<file path="src/rtl/uart.sv">
// Byte-oriented UART: transmitter with busy handshake, receiver with start-bit
// glitch rejection and framing check, and a first-word-fall-through receive FIFO
// with sticky overrun/framing flags.
module uart #(
  parameter int unsigned DIVISOR    = 217,
  parameter int unsigned DEPTH_LOG2 = 3
) (
  input  logic                  clock,
  input  logic                  reset_n,
  input  logic                  rx,
  output logic                  tx,
  input  logic [7:0]            tx_data,
  input  logic                  tx_we,
  output logic                  tx_busy,
  output logic [7:0]            rx_data,
  output logic                  rx_ready,
  input  logic                  rx_rd,
  output logic [DEPTH_LOG2:0]   rx_count,
  output logic                  err_ovr,
  output logic                  err_frm,
  input  logic                  err_clr
);

  localparam int unsigned DEPTH     = 1 << DEPTH_LOG2;
  localparam logic [15:0] BIT_LAST  = 16'(DIVISOR - 1);
  localparam logic [15:0] HALF_LAST = 16'(DIVISOR / 2 - 1);

  typedef logic [DEPTH_LOG2-1:0] ptr_t;
  typedef logic [DEPTH_LOG2:0]   cnt_t;

  typedef enum logic [1:0] {TX_IDLE, TX_START, TX_DATA, TX_STOP} tx_state_e;
  typedef enum logic [2:0] {RX_IDLE, RX_START, RX_DATA, RX_STOP, RX_BREAK} rx_state_e;

  // ---------------------------------------------------------------------------
  // Transmitter
  // ---------------------------------------------------------------------------
  tx_state_e   tx_state_q, tx_state_d;
  logic [15:0] tx_cnt_q, tx_cnt_d;
  logic [7:0]  tx_shift_q, tx_shift_d;
  logic [2:0]  tx_bit_q, tx_bit_d;
  logic        tx_q, tx_d;
  logic        tx_busy_q, tx_busy_d;

  // TX state register; the line output and busy flag are registered with it
  always_ff @(posedge clock) begin
    if (!reset_n) begin
      tx_state_q <= TX_IDLE;
      tx_cnt_q   <= '0;
      tx_shift_q <= '0;
      tx_bit_q   <= '0;
      tx_q       <= 1'b1;
      tx_busy_q  <= 1'b0;
    end else begin
      tx_state_q <= tx_state_d;
      tx_cnt_q   <= tx_cnt_d;
      tx_shift_q <= tx_shift_d;
      tx_bit_q   <= tx_bit_d;
      tx_q       <= tx_d;
      tx_busy_q  <= tx_busy_d;
    end
  end

  // TX next state: each symbol is held for DIVISOR cycles by a down-counter
  always_comb begin
    tx_state_d = tx_state_q;
    tx_cnt_d   = tx_cnt_q;
    tx_shift_d = tx_shift_q;
    tx_bit_d   = tx_bit_q;
    tx_d       = tx_q;
    tx_busy_d  = tx_busy_q;
    unique case (tx_state_q)
      TX_IDLE: begin
        tx_d      = 1'b1;
        tx_busy_d = 1'b0;
        if (tx_we) begin
          tx_state_d = TX_START;
          tx_shift_d = tx_data;
          tx_cnt_d   = BIT_LAST;
          tx_d       = 1'b0;
          tx_busy_d  = 1'b1;
        end
      end
      TX_START: begin
        if (tx_cnt_q == 16'd0) begin
          tx_state_d = TX_DATA;
          tx_cnt_d   = BIT_LAST;
          tx_bit_d   = 3'd0;
          tx_d       = tx_shift_q[0];
        end else begin
          tx_cnt_d = tx_cnt_q - 16'd1;
        end
      end
      TX_DATA: begin
        if (tx_cnt_q == 16'd0) begin
          tx_cnt_d = BIT_LAST;
          if (tx_bit_q == 3'd7) begin
            tx_state_d = TX_STOP;
            tx_d       = 1'b1;
          end else begin
            tx_bit_d   = tx_bit_q + 3'd1;
            tx_shift_d = {1'b0, tx_shift_q[7:1]};
            tx_d       = tx_shift_q[1];
          end
        end else begin
          tx_cnt_d = tx_cnt_q - 16'd1;
        end
      end
      TX_STOP: begin
        if (tx_cnt_q == 16'd0) begin
          tx_state_d = TX_IDLE;
          tx_d       = 1'b1;
          tx_busy_d  = 1'b0;
        end else begin
          tx_cnt_d = tx_cnt_q - 16'd1;
        end
      end
      default: begin
        tx_state_d = TX_IDLE;
        tx_d       = 1'b1;
        tx_busy_d  = 1'b0;
      end
    endcase
  end

  assign tx      = tx_q;
  assign tx_busy = tx_busy_q;

  // ---------------------------------------------------------------------------
  // Receiver
  // ---------------------------------------------------------------------------
  logic rx_meta_q, rx_sync_q, rx_prev_q;
  logic rx_fall_c;

  // Two-flop synchronizer plus one delayed copy for falling-edge detection
  always_ff @(posedge clock) begin
    if (!reset_n) begin
      rx_meta_q <= 1'b1;
      rx_sync_q <= 1'b1;
      rx_prev_q <= 1'b1;
    end else begin
      rx_meta_q <= rx;
      rx_sync_q <= rx_meta_q;
      rx_prev_q <= rx_sync_q;
    end
  end

  assign rx_fall_c = rx_prev_q & ~rx_sync_q;

  rx_state_e   rx_state_q, rx_state_d;
  logic [15:0] rx_cnt_q, rx_cnt_d;
  logic [7:0]  rx_shift_q, rx_shift_d;
  logic [2:0]  rx_bit_q, rx_bit_d;
  logic        rx_push_c;
  logic        frm_set_c;

  // RX state register
  always_ff @(posedge clock) begin
    if (!reset_n) begin
      rx_state_q <= RX_IDLE;
      rx_cnt_q   <= '0;
      rx_shift_q <= '0;
      rx_bit_q   <= '0;
    end else begin
      rx_state_q <= rx_state_d;
      rx_cnt_q   <= rx_cnt_d;
      rx_shift_q <= rx_shift_d;
      rx_bit_q   <= rx_bit_d;
    end
  end

  // RX next state: mid-bit sampling; BREAK waits out a low stop bit before re-arming
  always_comb begin
    rx_state_d = rx_state_q;
    rx_cnt_d   = rx_cnt_q;
    rx_shift_d = rx_shift_q;
    rx_bit_d   = rx_bit_q;
    rx_push_c  = 1'b0;
    frm_set_c  = 1'b0;
    unique case (rx_state_q)
      RX_IDLE: begin
        if (rx_fall_c) begin
          rx_state_d = RX_START;
          rx_cnt_d   = HALF_LAST;
        end
      end
      RX_START: begin
        if (rx_cnt_q == 16'd0) begin
          if (rx_sync_q) begin
            rx_state_d = RX_IDLE;
          end else begin
            rx_state_d = RX_DATA;
            rx_cnt_d   = BIT_LAST;
            rx_bit_d   = 3'd0;
          end
        end else begin
          rx_cnt_d = rx_cnt_q - 16'd1;
        end
      end
      RX_DATA: begin
        if (rx_cnt_q == 16'd0) begin
          rx_shift_d = {rx_sync_q, rx_shift_q[7:1]};
          rx_cnt_d   = BIT_LAST;
          if (rx_bit_q == 3'd7) begin
            rx_state_d = RX_STOP;
          end else begin
            rx_bit_d = rx_bit_q + 3'd1;
          end
        end else begin
          rx_cnt_d = rx_cnt_q - 16'd1;
        end
      end
      RX_STOP: begin
        if (rx_cnt_q == 16'd0) begin
          if (rx_sync_q) begin
            rx_push_c  = 1'b1;
            rx_state_d = RX_IDLE;
          end else begin
            frm_set_c  = 1'b1;
            rx_state_d = RX_BREAK;
          end
        end else begin
          rx_cnt_d = rx_cnt_q - 16'd1;
        end
      end
      RX_BREAK: begin
        if (rx_sync_q) begin
          rx_state_d = RX_IDLE;
        end
      end
      default: rx_state_d = RX_IDLE;
    endcase
  end

  // ---------------------------------------------------------------------------
  // Receive FIFO and sticky flags
  // ---------------------------------------------------------------------------
  logic [7:0] mem_q [DEPTH];
  ptr_t       rd_ptr_q, rd_ptr_d;
  ptr_t       wr_ptr_q, wr_ptr_d;
  cnt_t       count_q, count_d;
  logic [7:0] head_q, head_d;
  logic       ready_q, ready_d;
  logic       err_ovr_q, err_ovr_d;
  logic       err_frm_q, err_frm_d;
  logic       full_c, pop_ok_c, push_ok_c, ovr_set_c;

  // FIFO bookkeeping; a pop frees a slot for a same-cycle push even when full
  always_comb begin
    full_c    = (count_q == cnt_t'(DEPTH));
    pop_ok_c  = rx_rd && (count_q != '0);
    push_ok_c = rx_push_c && (!full_c || pop_ok_c);
    ovr_set_c = rx_push_c && full_c && !pop_ok_c;

    wr_ptr_d = push_ok_c ? wr_ptr_q + ptr_t'(1) : wr_ptr_q;
    rd_ptr_d = pop_ok_c  ? rd_ptr_q + ptr_t'(1) : rd_ptr_q;
    count_d  = count_q + cnt_t'(push_ok_c) - cnt_t'(pop_ok_c);

    head_d = 8'h00;
    if (count_d != '0) begin
      if (push_ok_c && (rd_ptr_d == wr_ptr_q)) begin
        head_d = rx_shift_q;
      end else begin
        head_d = mem_q[rd_ptr_d];
      end
    end
    ready_d = (count_d != '0);

    err_ovr_d = ovr_set_c | (err_ovr_q & ~err_clr);
    err_frm_d = frm_set_c | (err_frm_q & ~err_clr);
  end

  // FIFO storage; contents need no reset since the pointers define validity
  always_ff @(posedge clock) begin
    if (reset_n && push_ok_c) begin
      mem_q[wr_ptr_q] <= rx_shift_q;
    end
  end

  // FIFO pointers, registered head/ready/count and sticky flags
  always_ff @(posedge clock) begin
    if (!reset_n) begin
      rd_ptr_q  <= '0;
      wr_ptr_q  <= '0;
      count_q   <= '0;
      head_q    <= 8'h00;
      ready_q   <= 1'b0;
      err_ovr_q <= 1'b0;
      err_frm_q <= 1'b0;
    end else begin
      rd_ptr_q  <= rd_ptr_d;
      wr_ptr_q  <= wr_ptr_d;
      count_q   <= count_d;
      head_q    <= head_d;
      ready_q   <= ready_d;
      err_ovr_q <= err_ovr_d;
      err_frm_q <= err_frm_d;
    end
  end

  assign rx_data  = head_q;
  assign rx_ready = ready_q;
  assign rx_count = count_q;
  assign err_ovr  = err_ovr_q;
  assign err_frm  = err_frm_q;

endmodule

</file>
<file path="config.mk">
export PLATFORM = sky130hd
export DESIGN_NAME = uart
export DESIGN_NICKNAME = d
export VERILOG_FILES = /design/src/rtl/uart.sv
export SDC_FILE = /design/constraint.sdc
export NUM_CORES = 1
export LEC_CHECK = 0
export CORE_ASPECT_RATIO = 2
export CORE_UTILIZATION = 65
export DETAILED_ROUTE_END_ITERATION = 10
export MAX_ROUTING_LAYER = met4
export PLACE_DENSITY = 0.82
export SYNTH_ARGS = -nofsm -noshare
export SYNTH_HDL_FRONTEND = slang
export SYNTH_SLANG_ARGS = --single-unit
</file>
<file path="constraint.sdc">
create_clock -name clock -period 5.8 [get_ports clock]
set_input_delay 1.16 -clock clock [delete_from_list [all_inputs] [get_ports clock]]
set_output_delay 1.16 -clock clock [all_outputs]
set_load 0.01 [all_outputs]
</file>
==> results of run 1 <==
==> layer usage <==
metal  up-vias  part of all wire (%)
li1       2693                     -
met1      2727                    36
met2       188                    57
met3        51                   3.8
met4         0                   3.2
met5         -                     0
==> kinds of logic (layout without fill, tap and decap cells) <==
logic type / after synthesis / after routing / share of synthesized area, %
compound gates: 163 / 163 / 14.51
xor+xnor: 27 / 27 / 3.171
fa+ha+maj: 20 / 20 / 3.456
buf+inv: 69 / 106 / 3.976
flops: 149 / 149 / 48.58
mux: 43 / 43 / 6.962
simple gates: 255 / 255 / 19.34
==> state kept, by name, indices dropped and copies added, names as in the netlist, 2 cells and up <==
name / cells
tx_bit_q: 3
rx_data: 8
rx_count: 4
rx_shift_q: 8
rx_cnt_q: 16
tx_cnt_q: 16
rd_ptr_q: 3
mem_q: 64
rx_state_q: 3
tx_shift_q: 8
tx_state_q: 2
wr_ptr_q: 3
rx_bit_q: 3
==> power by group through the flow <==
stage	logic (uW)	clock network (uW)	registers, uW
after global placement	1690	0	1410
after floorplan	1360	0	1400
after CTS	1790	1130	1400
after detailed placement	1770	0	1430
final	1800	1120	1410
after global routing	1960	1170	1430
==> worst max-delay path: cells and delay by family <==
kind	cells	cell delay (ns)
AOI/OAI and AO/OA	4	1.09
buffers and inverters	6	1.21
adders and majority gates	3	0.89
xor gates and xnor gates	1	0.15
and+or+nand+nor	3	0.46
==> metrics by stage <==
stage	area (um2)	instances	total power, uW
2_1_floorplan	7458	726	2759
3_3_place_gp	7850	873	3106
3_5_place_dp	7850	873	3194
4_1_cts	8461	905	4326
5_1_grt	8461	905	4563
6_report	8461	905	4331
==> worst paths after layout <==
check | from | end | slack, ns | depth (start not counted)
min | rx_meta_q | rx_sync_q | 0.40 | 1
min reg2reg | rx_meta_q | rx_sync_q | 0.40 | 1
max reg2reg | rx_count[2] | rx_data[6] | 1.63 | 17
max | rx_rd | rx_data[6] | 1.16 | 17
==> Yosys cell counts (all sizes together), types with 8 or more instances <==
library cell   n  area, um2
ha            19      237.7
xor2          13      113.9
a31oi          9      62.56
edfxtp        64       1922
nand2         49      183.9
nand2b        13      88.83
a22o           8      70.07
a21oi         65      325.3
dfxtp         85       1702
nor3          26      151.4
nor2b         31      193.9
nor4          11      96.34
nand3         13      77.58
clkbuf        20      78.83
nor2          70      262.8
mux2i         35      350.3
buf           17      97.59
inv           32      120.1
xnor2         14      122.6
a211oi        29      217.7
o21ai         16      83.83
==> layout make-up <==
class / instances / area, um2
Tap cell: 142 / 177.7
Clock buffer: 20 / 457.9
Multi-Input combinational cell: 508 / 3538
Timing Repair Buffer: 42 / 390.4
Clock inverter: 12 / 152.6
Sequential cell: 149 / 3623
Inverter: 32 / 120.1
Fill cell: 763 / 2756
==> flow_summary.json, run 1 <==
{
  "drtIter0Drc": 405,
  "end_kind": "flip-flop",
  "grt_max_degree": 58,
  "tightest_slew_ns": 0.9458,
  "worstPathMaxFanout": 8,
  "switchingPower_uw": 1610,
  "grt_usage_pct": 30.43,
  "min_path_type": "flip-flop to flip-flop",
  "insertion_delay_ns": 0.42,
  "grt_pass1_vias": 5711,
  "dieArea_um2": 11930,
  "io_buffer_count": 30,
  "grt_util_met1_pct": 29.54,
  "grtUsageMet2_pct": 57.61,
  "clock-root-buffer": "clkbuf_16",
  "setup_tns_ns": 0,
  "fin_nets": 784,
  "syn_inst": 726,
  "dp_slack_ns": 0.8732,
  "clkPwrFrac_pct": 25.9,
  "final_hold_viol_count": 0,
  "cts-resized-gates": 0,
  "cpPeakStageDelay_ns": 0.67,
  "required_ns": 6.15,
  "die_y_um": 153.5,
  "area_growth_pct": 13.44,
  "top_usage_layer": "met2",
  "dpl.hpwl_um": 11560,
  "synth_ff_type": "dfxtp_1",
  "fin_ws_ns": 1.163,
  "timing.critical_path.cells": "clkdlybuf4s50_1 -> nand2b_1 -> a31oi_1 -> and3_2 -> inv_1 -> ha_1 -> inv_1 -> ha_1 -> inv_1 -> fa_1 -> xnor2_1 -> nand2_1 -> inv_1 -> a2111oi_1 -> buf_4 -> a31oi_1 -> a22o_1",
  "slew_headroom_pct": 36.71,
  "vdd_drop_max_uv": 375.6,
  "grtUsageMet3_pct": 4.510,
  "setup_violations": 0,
  "whs_ns": 0.4040,
  "layout_common_cells": "85 x dfxtp_1, 70 x nor2_1, 65 x a21oi_1, 64 x edfxtp_1, 49 x nand2_1",
  "fmax_ghz": 0.2157,
  "finalCriticalPeriod_ns": 4.637,
  "fp.dieW_um": 77.75,
  "htree_levels": 4,
  "syn_avg_cell_area_um2": 10.27,
  "synthesis.nets": 760,
  "wl_per_cell_um": 18.41,
  "antenna_found_initial": 0,
  "wl_um": 16660,
  "internal_power_uw": 2721,
  "netlist-cell-type-count": 73,
  "cts-buffers-inserted": 17,
  "gr-total-overflow": 0,
  "final_common_cell": "dfxtp_1",
  "status": "finished, final reports clean",
  "firstDrtPassIters": 6,
  "hold_buffers": 0,
  "clock_tree.buffer_depth": 2,
  "clock-sinks": 149,
  "drv_slew": 0,
  "cts_tree": "built",
  "num_rows": 55,
  "worstSetupStartpointType": "primary input",
  "seq_area_frac_synth_pct": 48.58,
  "p_sw_share_pct": 37.17,
  "power_leakage_uw": 0.003034,
  "cts_setup_buffers": 0,
  "start_util_pct": 66.49,
  "vias_per_cell": 6.253,
  "synth_edf_count": 64,
  "powerDensity_nw_per_um2": 511.9,
  "synthArstFlopShare_pct": 0,
  "grt_pass1_wl_um": 27160,
  "fin_crit_sh_pct": 79.94,
  "rsz0062_at_grt": "no",
  "syn_area_um2": 7458,
  "crit_type": "primary input to flip-flop",
  "p_comb_share_pct": 41.6,
  "diodes": 0,
  "critical_path_arrival_ns": 4.99,
  "core_um2": 11220,
  "drc_errors": 0,
  "yosysWarnings": 0,
  "skew_ns": 0.01182,
  "ys_ff_latch": 149,
  "gp_congestion": 0.8556,
  "ant_nets": 0,
  "seqPwrFrac_pct": 32.5,
  "drive_gt1_share_pct": 10.35,
  "worst_path_most_repeated_cell": "inv_1",
  "vias": 5659,
  "cpMaxStageDelayCell": "clkdlybuf4s50_1",
  "max_cap_viol_count": 0,
  "io_pins": 31,
  "utilization_pct": 75.43,
  "clkTransAtPathRegs_ns": 0.06
}
No activity file was read; power rests on OpenSTA's default activity.
==> run 2: changes to the inputs <==
- CORE_UTILIZATION: 65 -> 55
- PLACE_DENSITY: 0.82 -> 0.73
- clock period: 5.8 -> 3.9 ns (I/O delays scaled with it)
==> run 2 against run 1 <==
The run now ends with DRC left. Core utilization is 11 points lower. Highest routed layer unchanged. Worst hold slack improved by 0.0053 ns. Via count shrank 1.5%. Die area grew 18%. Flip-flop and latch count unchanged. Wire length decreased by 2.0%.
==> flow_summary.json, run 2 (synthesis results as in run 1) <==
{
  "drv_slew": 0,
  "vias": 5576,
  "drtIter0Drc": 265,
  "whs_ns": 0.4092,
  "area_growth_pct": 14.14,
  "worst_path_most_repeated_cell": "inv_1",
  "violations": "DRC",
  "fmax_ghz": 0.2701,
  "setup_tns_ns": 0,
  "regToRegStartpoint": "rx_cnt_q[0]",
  "antenna_found_initial": 0,
  "cp-endpoint": "rx_data[0]",
  "cts_setup_buffers": 0,
  "critical_path_arrival_ns": 4.00,
  "top_register": "mem_q",
  "status": "complete, but fails checks",
  "final_common_cell": "dfxtp_1",
  "io_pins": 31,
  "fin_crit_sh_pct": 94.93,
  "firstDrtPassIters": 8,
  "vias_per_cell": 6.028,
  "start_util_pct": 56.76,
  "powerDensity_nw_per_um2": 741.6,
  "wl_um": 16330,
  "final_hold_viol_count": 0,
  "insertion_delay_ns": 0.42,
  "num_rows": 59,
  "fin_nets": 794,
  "dieArea_um2": 14060,
  "largest_register_ffs": 64,
  "crit_type": "primary input to flip-flop",
  "clock-sinks": 149,
  "htree_levels": 4,
  "min_from": "rx_meta_q",
  "clkTransAtPathRegs_ns": 0.06,
  "gr-total-overflow": 0,
  "reg.largest.list": "mem_q x64, rx_cnt_q x16, tx_cnt_q x16",
  "fp.dieW_um": 84.34,
  "cts-buffers-inserted": 17,
  "grt_pass1_vias": 5680,
  "ant_nets": 0,
  "skew_ns": 0.007173,
  "crit_buf_inv": 7,
  "worstRegToRegCells": 19,
  "finalCriticalPeriod_ns": 3.702,
  "power_leakage_uw": 0.003054,
  "grt_max_degree": 57,
  "rrSetupSlack_ns": 0.31,
  "wl_per_cell_um": 17.66,
  "critPathLaunch": "rx_rd",
  "layout_common_cells": "85 x dfxtp_1, 70 x nor2_1, 65 x a21oi_1, 64 x edfxtp_1, 49 x nand2_1",
  "rsz0062_at_grt": "no",
  "die_y_um": 166.7,
  "dpl.hpwl_um": 11720,
  "setup_violations": 0,
  "io_buffer_count": 30,
  "worstPathMaxFanout": 8,
  "required_ns": 4.20,
  "worstSetupStartpointType": "primary input",
  "grt_usage_pct": 25.18,
  "hold_buffers": 0,
  "diodes": 0,
  "drive_gt1_share_pct": 11.77,
  "vdd_drop_max_uv": 405.4,
  "path_delay_family": "buffers and inverters",
  "drc_errors": 2,
  "tightest_slew_ns": 0.6295,
  "cpMaxStageDelayCell": "clkdlybuf4s50_1",
  "min_path_type": "flip-flop to flip-flop",
  "slew_headroom_pct": 57.78,
  "max_cap_viol_count": 0,
  "clock_tree.buffer_depth": 2,
  "fill_cells": 1044,
  "cpPeakStageDelay_ns": 0.49,
  "cts-resized-gates": 0,
  "gp_congestion": 0.8437,
  "core_um2": 13140,
  "clock-root-buffer": "clkbuf_16",
  "timing.critical_path.cells": "clkdlybuf4s50_1 -> nand2b_1 -> a31oi_1 -> and3_2 -> inv_1 -> ha_1 -> inv_1 -> ha_1 -> inv_1 -> fa_1 -> xnor2_1 -> nand2_1 -> inv_1 -> a2111oi_1 -> buf_4 -> nor4b_4 -> buf_4 -> a22o_1",
  "end_kind": "flip-flop",
  "grt_pass1_wl_um": 26850,
  "cp.depth": 18,
  "regToRegEndpoint": "rx_data[0]",
  "cts_tree": "built"
}
## run 2: area by class of cell
type	count	area (um2)	share of cell area, %
Tap cell	152	190.2	2.234
Timing Repair Buffer	52	465.4	5.467
Multi-Input combinational cell	508	3553	41.74
Sequential cell	149	3623	42.56
Clock inverter	13	107.6	1.264
Inverter	32	120.1	1.411
Clock buffer	19	452.9	5.320
## run 2: where the power goes
group          switching (uW)  leakage [uW]  internal [uW]
Clock                     621      0.000261            904
Combinational            1500       0.00150           1190
Sequential                252       0.00129           1850
## run 2: worst reg2reg max path: stages (launching register included)
cell and delay [ns]:
dfxtp_1 0.40, inv_1 0.08, ha_1 0.21, nor3b_1 0.13, and4_1 0.21, and3_2 0.20
inv_1 0.08, ha_1 0.24, inv_1 0.06, ha_1 0.16, inv_1 0.07, fa_1 0.40
xnor2_1 0.14, nand2_1 0.07, inv_1 0.07, a2111oi_1 0.28, buf_4 0.21, nor4b_4 0.04
buf_4 0.18, a22o_1 0.25
## run 2: how the worst min path moves through the flow
stage                     end  slack (ns)  cells past startpoint
detailed placement  rx_sync_q        0.40                      1
CTS                 rx_sync_q        0.41                      1
finish              rx_sync_q        0.41                      1
global placement    rx_sync_q        0.39                      1
global route        rx_sync_q        0.44                      1
floorplan           rx_sync_q        0.39                      1
## run 2: metal layers
| metal | GRT usage, % | wire, um | up-vias |
|---|---|---|---|
| li1 | - | - | 2721 |
| met1 | 23.46 | 5933 | 2727 |
| met2 | 49.50 | 9685 | 96 |
| met3 | 4.410 | 360 | 32 |
| met4 | 9.654 | 352 | 0 |
| met5 | - | 0 | - |
## run 2: metrics by stage
| stage | instance area, um2 | total power [uW] | std cells | worst slack, ns | util, % |
|---|---|---|---|---|---|
| after global routing | 8513 | 6718 | 925 | 0.001230 | 64.79 |
| after detailed placement | 7938 | 4783 | 893 | -0.2830 | 60.41 |
| after CTS | 8498 | 6323 | 925 | 0.08684 | 64.67 |
| after global placement | 7938 | 4658 | 893 | -0.1473 | 60.41 |
| final | 8513 | 6314 | 925 | 0.1979 | 64.79 |
| after floorplan | 7458 | 4103 | 726 | 0.1928 | - |
